### src/rtl/sync_fifo_pkg.sv
// Shared defaults and helpers for the single-clock byte FIFO.
// The optional sticky error flags are enabled with SYNC_FIFO_ERR_FLAGS_EN.
package sync_fifo_pkg;

    localparam int DEFAULT_DATA_WIDTH = 8;
    localparam int DEFAULT_ADDR_WIDTH = 4;

    function automatic int fifo_depth(input int addr_width);
        return 32'sd1 << addr_width;
    endfunction

endpackage

### src/rtl/sync_fifo_mem.sv
// FIFO storage: one synchronous write port and one registered read port that
// holds its value when no read is accepted. Contents survive reset.
module sync_fifo_mem
    import sync_fifo_pkg::*;
#(
    parameter int DATA_WIDTH = DEFAULT_DATA_WIDTH,
    parameter int ADDR_WIDTH = DEFAULT_ADDR_WIDTH
) (
    input  logic                  clock,
    input  logic                  resetn,
    input  logic                  wr_en,
    input  logic [ADDR_WIDTH-1:0] wr_addr,
    input  logic [DATA_WIDTH-1:0] wr_data,
    input  logic                  rd_en,
    input  logic [ADDR_WIDTH-1:0] rd_addr,
    output logic [DATA_WIDTH-1:0] rd_data
);

    localparam int DEPTH = fifo_depth(ADDR_WIDTH);

    logic [DATA_WIDTH-1:0] mem_q [DEPTH];
    logic [DATA_WIDTH-1:0] rd_data_q;
    logic [DATA_WIDTH-1:0] rd_data_d;

    // Next read-port value: load the addressed word on a pop, otherwise hold
    always_comb begin
        rd_data_d = rd_data_q;
        if (rd_en) begin
            rd_data_d = mem_q[rd_addr];
        end else begin
            rd_data_d = rd_data_q;
        end
    end

    // Storage array; writes are suppressed while reset is asserted
    always_ff @(posedge clock) begin
        if (resetn && wr_en) begin
            mem_q[wr_addr] <= wr_data;
        end
    end

    // Registered read data, cleared by reset
    always_ff @(posedge clock) begin
        if (!resetn) begin
            rd_data_q <= {DATA_WIDTH{1'b0}};
        end else begin
            rd_data_q <= rd_data_d;
        end
    end

    assign rd_data = rd_data_q;

endmodule

### src/rtl/sync_fifo.sv
// Single-clock byte FIFO with registered output, occupancy count and flags.
// Define SYNC_FIFO_ERR_FLAGS_EN to build sticky overflow/underflow flags.
module sync_fifo
    import sync_fifo_pkg::*;
#(
    parameter int DATA_WIDTH = DEFAULT_DATA_WIDTH,
    parameter int ADDR_WIDTH = DEFAULT_ADDR_WIDTH
) (
    input  logic                  clock,
    input  logic                  resetn,
    input  logic                  write_enable,
    input  logic [DATA_WIDTH-1:0] data_in,
    input  logic                  read_enable,
    output logic [DATA_WIDTH-1:0] data_out,
    output logic                  full,
    output logic                  empty,
    output logic [ADDR_WIDTH:0]   count,
    output logic                  overflow,
    output logic                  underflow
);

    localparam int DEPTH = fifo_depth(ADDR_WIDTH);
    localparam int CNT_W = ADDR_WIDTH + 1;

    logic [ADDR_WIDTH-1:0] wptr_q, wptr_d;
    logic [ADDR_WIDTH-1:0] rptr_q, rptr_d;
    logic [CNT_W-1:0]      count_q, count_d;
    logic                  rd_accept;
    logic                  wr_accept;

    assign full  = (count_q == CNT_W'(DEPTH));
    assign empty = (count_q == CNT_W'(0));
    assign count = count_q;

    // A pop frees a slot this cycle, so a push into a full FIFO is legal alongside it
    assign rd_accept = read_enable && !empty;
    assign wr_accept = write_enable && (!full || rd_accept);

    // Pointer and occupancy next-state
    always_comb begin
        wptr_d  = wptr_q;
        rptr_d  = rptr_q;
        count_d = count_q;
        if (wr_accept) begin
            wptr_d = wptr_q + ADDR_WIDTH'(1);
        end else begin
            wptr_d = wptr_q;
        end
        if (rd_accept) begin
            rptr_d = rptr_q + ADDR_WIDTH'(1);
        end else begin
            rptr_d = rptr_q;
        end
        case ({wr_accept, rd_accept})
            2'b10:   count_d = count_q + CNT_W'(1);
            2'b01:   count_d = count_q - CNT_W'(1);
            default: count_d = count_q;
        endcase
    end

    // Pointer and occupancy registers
    always_ff @(posedge clock) begin
        if (!resetn) begin
            wptr_q  <= {ADDR_WIDTH{1'b0}};
            rptr_q  <= {ADDR_WIDTH{1'b0}};
            count_q <= {CNT_W{1'b0}};
        end else begin
            wptr_q  <= wptr_d;
            rptr_q  <= rptr_d;
            count_q <= count_d;
        end
    end

    sync_fifo_mem #(
        .DATA_WIDTH (DATA_WIDTH),
        .ADDR_WIDTH (ADDR_WIDTH)
    ) u_mem (
        .clock   (clock),
        .resetn  (resetn),
        .wr_en   (wr_accept),
        .wr_addr (wptr_q),
        .wr_data (data_in),
        .rd_en   (rd_accept),
        .rd_addr (rptr_q),
        .rd_data (data_out)
    );

`ifdef SYNC_FIFO_ERR_FLAGS_EN
    logic overflow_q, overflow_d;
    logic underflow_q, underflow_d;

    // Sticky error flags: set on a dropped push or a pop of an empty FIFO
    always_comb begin
        overflow_d  = overflow_q | (write_enable & full & ~read_enable);
        underflow_d = underflow_q | (read_enable & empty);
    end

    // Error flag registers, cleared only by reset
    always_ff @(posedge clock) begin
        if (!resetn) begin
            overflow_q  <= 1'b0;
            underflow_q <= 1'b0;
        end else begin
            overflow_q  <= overflow_d;
            underflow_q <= underflow_d;
        end
    end

    assign overflow  = overflow_q;
    assign underflow = underflow_q;
`else
    assign overflow  = 1'b0;
    assign underflow = 1'b0;
`endif

endmodule

### config.mk
export PLATFORM = sky130hd
export DESIGN_NAME = sync_fifo
export DESIGN_NICKNAME = d
export VERILOG_FILES = /design/src/rtl/sync_fifo_pkg.sv /design/src/rtl/sync_fifo_mem.sv /design/src/rtl/sync_fifo.sv
export SDC_FILE = /design/constraint.sdc
export NUM_CORES = 1
export LEC_CHECK = 0
export BUFFER_PORTS_ARGS = -buffer_cell sky130_fd_sc_hd__buf_2
export CORE_ASPECT_RATIO = 0.75
export CORE_UTILIZATION = 48
export CTS_CLUSTER_DIAMETER = 50
export DETAILED_ROUTE_END_ITERATION = 16
export GPL_TIMING_DRIVEN = 0
export PLACE_DENSITY_LB_ADDON = 0.25
export RECOVER_POWER = 50
export SYNTH_ARGS = -nofsm -noshare
export SYNTH_HDL_FRONTEND = slang
export SYNTH_SLANG_ARGS = --single-unit
### constraint.sdc
create_clock -name clock -period 3.18 [get_ports clock]
set_clock_uncertainty 0.2 [all_clocks]
set_input_delay 0.159 -clock clock [delete_from_list [all_inputs] [get_ports clock]]
set_output_delay 0.159 -clock clock [all_outputs]
set_load 0.01 [all_outputs]
* Yosys cells after proc, flatten, opt, wreduce, memory -nomap -nowiden
Memories as Yosys holds them, arrays and structs flattened. A register that Yosys moved wholly into a read port is not among the register bits. Cells that the tools add are included. W data, S select, Z words.
Operators by class: $add $sub $neg 4, multiplexer cells 3, equal/unequal tests 3, reductions and logical operators 9
Operators by type and width (number):
- $pmux W5 S2 | 1
- $add A4 B1 Y4 const B | 2
- $add A5 B1 Y5 const B | 1
- $eq A5 B5 Y1 const B | 1
- $logic_not A5 Y1 | 1
- $sub A5 B1 Y5 const B | 1
- $logic_and A1 B1 Y1 | 3
- $logic_not A1 Y1 | 3
- $eq A2 B1 Y1 const B | 1
- $eq A2 B2 Y1 const B | 1
- $mux W1 | 2
- $reduce_bool A2 Y1 | 1
- $logic_or A1 B1 Y1 | 1
Storage, ports and cells: memories kept 1, output and inout port bits 17, logic and storage cells 23, RAM bits 128, flip-flop bits (word level) 13
Memories:
- u_mem.mem_q | words 16, bits a word 8, read ports 1, clocked after memory_dff 1, wr ports 1, RTL line sync_fifo_mem.sv:21 | logic [DATA_WIDTH-1:0] mem_q [DEPTH];

* Longest topological paths before layout
word-level depth 8, gate-level depth with buffers 9, depth with buffers taken out 9

* Modules after synthesis
A second synthesis with hierarchy kept.
Unflattened totals: cells, all modules 408, area, all modules 6119.6 um2
By module, submodules not included:
- sync_fifo_mem | cells an instance 320, area an instance 5335.1 um2, seq. area each 4003.8 um2, times used 1
- sync_fifo | cells an instance 88, area an instance 784.5 um2, seq. area each 260.2 um2, times used 1

* Worst setup path after synthesis
Ideal clock, no wire load.
path kind register to register, start point register count_q[4] (netlist: count[4]), end point register count_q[4] (netlist: count[4]), setup time 0.095 ns, stages on the path, launching flop included 9, setup slack 0.519 ns, data required time 2.885 ns, clock period less this slack 2.661 ns, arrival time 2.365 ns, cells stage by stage dfxtp_1 -> inv_1 -> a21boi_0 -> nand2b_1 -> fa_1 -> nand2b_1 -> a21oi_1 -> mux2_2 -> a221oi_1
Between the ends: longest elaborated chain between the ends 7, elaborated cells on any way between the ends 13
Ends and longest elaborated chain:
- start: declaration | RTL line sync_fifo.sv:27 | logic [CNT_W-1:0] count_q, count_d;
- start signal: assignment | RTL line sync_fifo.sv:66 | count_q <= {CNT_W{1'b0}};
- start signal: assignment | RTL line sync_fifo.sv:70 | count_q <= count_d;
- $logic_not A5 Y1 | RTL line sync_fifo.sv:32 | assign empty = (count_q == CNT_W'(0));
- $logic_not A1 Y1 | RTL line sync_fifo.sv:36 | assign rd_accept = read_enable && !empty;
- $logic_and A1 B1 Y1 | RTL line sync_fifo.sv:36
- $logic_or A1 B1 Y1 | RTL line sync_fifo.sv:37 | assign wr_accept = write_enable && (!full || rd_accept);
- $logic_and A1 B1 Y1 | RTL line sync_fifo.sv:37
- $eq A2 B1 Y1 or $eq A2 B2 Y1 (tied branches) | RTL line sync_fifo.sv:54 | case ({wr_accept, rd_accept})
- $pmux W5 S2 or $reduce_bool A2 Y1 (tied branches)
Several ways; a longest one is shown, not always the timed one. A chain may end at the register's enable or synchronous reset.

* Final worst setup path
start point register count_q[0] (netlist: count[0]), end point register count_q[4] (netlist: count[4])
Same word-level chain as after synthesis.

==> flow_summary.toml <==
[hold_path]
hold_start = "read_enable"
hold_path.class = "input pin to flip-flop"

[drt]
avgRoutedWirePerCell_um = 20.6
wl_final_um = 12500
initialDrtViolationCount = 210
dr.pass1.iters = 4
vias = 3346
detail_route.vias_per_cell = 5.50
ant_nets = 0
drcViolationCount = 0

[pwr]
power_switching_share_pct = 27.1
power.ir.vdd_worst_mv = 0.450
power_per_cell_area_mw_per_mm2 = 732
power.share.clock_pct = 35.0
power_frac_comb_pct = 19.6
internal_power_w = 0.00372
leakage_nw = 2.22
pwr-share-seq_pct = 45.4
total_switching_power_w = 0.00139

[place]
port_buffers = 26
postPlaceCellArea_mm2 = 0.00639
post-dp-hpwl_um = 8330
gp_routability_congestion = 0.769

[synthesis]
yosysMostFrequentCell = "edfxtp_1"
ys_ff_latch = 149
synthesis.area_mm2 = 0.00605
synthCells = 373
avgSynthCellArea_um2 = 16.2
synth.distinct_cells = 45
yosys_warnings = 0
synth_edf_count = 128
synth_sequential_area_ratio_pct = 70.5
leading_cell_types_by_total_area_after_synthesis = "edfxtp_1 (64%), dfxtp_1 (7.0%), mux2i_1 (6.6%), mux4_2 (6.0%), ha_1 (1.7%)"
synthDominantAreaCellType = "edfxtp_1"
list_of_most_frequent_post_synthesis_cells = "edfxtp_1 (128), mux2i_1 (40), nor2_1 (24)"
synth_ff_type = "edfxtp_1"
synthDominantCellAreaShare_pct = 63.5
asyncSetResetFlopFracSynth_pct = 0

[global_route]
track_usage_pct = 20.2
number_of_antenna_violations_at_the_first_check_in_global_routing = 0
first_global_vias = 3266
pin_count_of_the_biggest_net_entering_global_routing = 17
grt_first_pass_wirelength_um = 18700
grt.overflow.total = 0

[critical_path]
setup.reg_to_reg.worst_slack_ps = 290
critical_path_required_ps = 3290
worst-setup-path-type = "flip-flop to flip-flop"
critical_path.max_fanout = 6
worst-endpoint-arrival_ps = 3000
launching_element_of_the_worst_setup_path = "count[0]$_SDFFE_PN0P_"
rr_startpoint = "count[0]$_SDFFE_PN0P_"
endpoint_kind = "flip-flop"
worstSetupStartpointType = "flip-flop"

[clock_tree]
clock_tree.root_cell = "clkbuf_16"
cts.repair_timing.setup_buffer_count = 0
clock_sink_count = 149
cts_buffers = 17
cts_max_level = 4
clock_latency_ps = 420
cts_buffer_depth = 2
tritoncts_clock_tree = "yes"
cts.reportedPaths.clkPinSlew_ps = 60

[layout]
synthToLayoutAreaGrowth_pct = 15.4
final_cell_area_mm2 = 0.00698
post_route_cells_drive_above_1_share_pct = 13.8
finalNetCount = 450
antenna-diode-count = 0

[timing]
timing.final.crit_share_pct = 90.8
relative_slew_margins_pct = 41.7
rsz0062_at_grt = "false"
timing.setup.tns_ps = 0
setup-violations-final = 0
fmax_ghz = 0.346
final_period_minus_worst_setup_slack_ps = 2890
hold-worst-slack_ps = 19.1
worst_slew_pin_slew_ps = 871
final_report_hold_violation_count = 0
drv_slew = 0

[outcome]
outcome = "complete, no violations"

[floorplan]
fp.dieArea_mm2 = 0.0131
std_cell_rows = 35
die_height_um = 99.2
floorplan.initialDensity_pct = 49.3
floorplan.core_area_mm2 = 0.0123
die_x_um = 132
io_pins = 29

[job]
max-cap-violations = 0
==> layout make-up <==
class	count	area, um^2
Fill cell	948	5280
Clock inverter	8	60.1
Timing Repair Buffer	36	204
Buffer	19	88.8
Clock buffer	24	462
Tap cell	166	208
Sequential cell	149	4260
Inverter	8	30.0
Multi-Input combinational cell	198	1660
==> power groups by stage <==
stage / clock (W) / combinational (W) / sequential (W)
after detailed placement: 0 / 0.00103 / 0.00235
final: 0.00179 / 0.00100 / 0.00232
after global routing: 0.00188 / 0.00109 / 0.00233
after global placement: 0 / 0.00101 / 0.00234
after CTS: 0.00181 / 0.00105 / 0.00231
after floorplan: 0 / 0.000697 / 0.00236
==> path summary, 6_finish.rpt <==
path | to | depth (start not counted)
min | rptr_q[3]$_SDFFE_PN0N_ | 4
min reg2reg | wptr_q[3]$_SDFFE_PN0N_ | 2
max | count[4]$_SDFFE_PN0P_ | 9
max reg2reg | count[4]$_SDFFE_PN0P_ | 9
==> timing repair <==
action | in CTS | in global routing
hold buffers | 10 | 0
gates resized for setup | 0 | 2
endpoints found under the hold margin | 130 | 0
endpoints found under the setup margin | 0 | 1
==> cell families (layout without fill, tap and decap cells) <==
logic type | after synthesis | after routing | share of synthesized area (%)
adder cells (fa/ha/maj) | 9 | 9 | 1.99
AO/OA/AOI/OAI | 55 | 55 | 6.23
AND/OR/NAND/NOR | 71 | 71 | 5.79
XOR/XNOR | 4 | 4 | 0.579
buffers and inverters | 27 | 95 | 2.09
flip-flops | 149 | 149 | 70.5
multiplexers | 57 | 57 | 12.8
other | 1 | 2 | 0.0620
==> registers in the layout, indices dropped and copies added (netlist names) <==
register and cells:
u_mem.rd_data 8, count 5, rptr_q 4, u_mem.mem_q 128, wptr_q 4
==> cell usage in the layout, fill, tap and decap left out, types with 2 or more instances in the layout <==
cell type	instances
buf_2	10
o22ai_1	16
edfxtp_1	128
conb_1	2
xnor2_1	2
inv_1	8
a21oi_1	10
nor2b_1	2
nor2_1	24
clkinv_2	3
o21ai_0	9
xor2_1	2
ha_1	8
a31oi_1	2
mux4_2	16
a22oi_1	8
clkinv_1	4
nand3b_1	2
mux2i_1	40
dlygate4sd3_1	10
nand2_1	12
nand3_1	4
nand2b_1	8
clkbuf_1	35
clkbuf_16	17
nor3_1	8
or3_1	2
buf_1	3
or2_2	2
buf_4	3
dfxtp_1	21
nand4_1	2
==> worst max-delay path, cell delays in order (launching register included) <==
cell      delay [ps]
dfxtp_1          370
nor4_2           420
a21boi_0         180
nand2b_1         160
inv_1            100
ha_1             340
nand2b_1         100
a21oi_2          280
mux2_2           370
a221oi_1         250
==> layer usage <==
metal  vias to the layer above  global-route usage (%)  share of wire, %
met5                         -                       0                 0
met4                         0                    6.35              0.82
met3                         8                    4.79               5.2
met2                        76                    33.4                49
met1                      1704                    26.8                45
li1                       1558                       -                 -
==> stage by stage <==
step / worst slack [ps] / total power, W / util [%] / std cells
after floorplan: 519 / 0.00306 / - / 374
after global placement: 239 / 0.00335 / 52.1 / 566
after global routing: 149 / 0.00530 / 56.9 / 608
after CTS: 79.4 / 0.00516 / 57.2 / 608
final: 291 / 0.00511 / 56.9 / 608
after detailed placement: 122 / 0.00338 / 52.1 / 566
(Power assumes the default switching activity.)
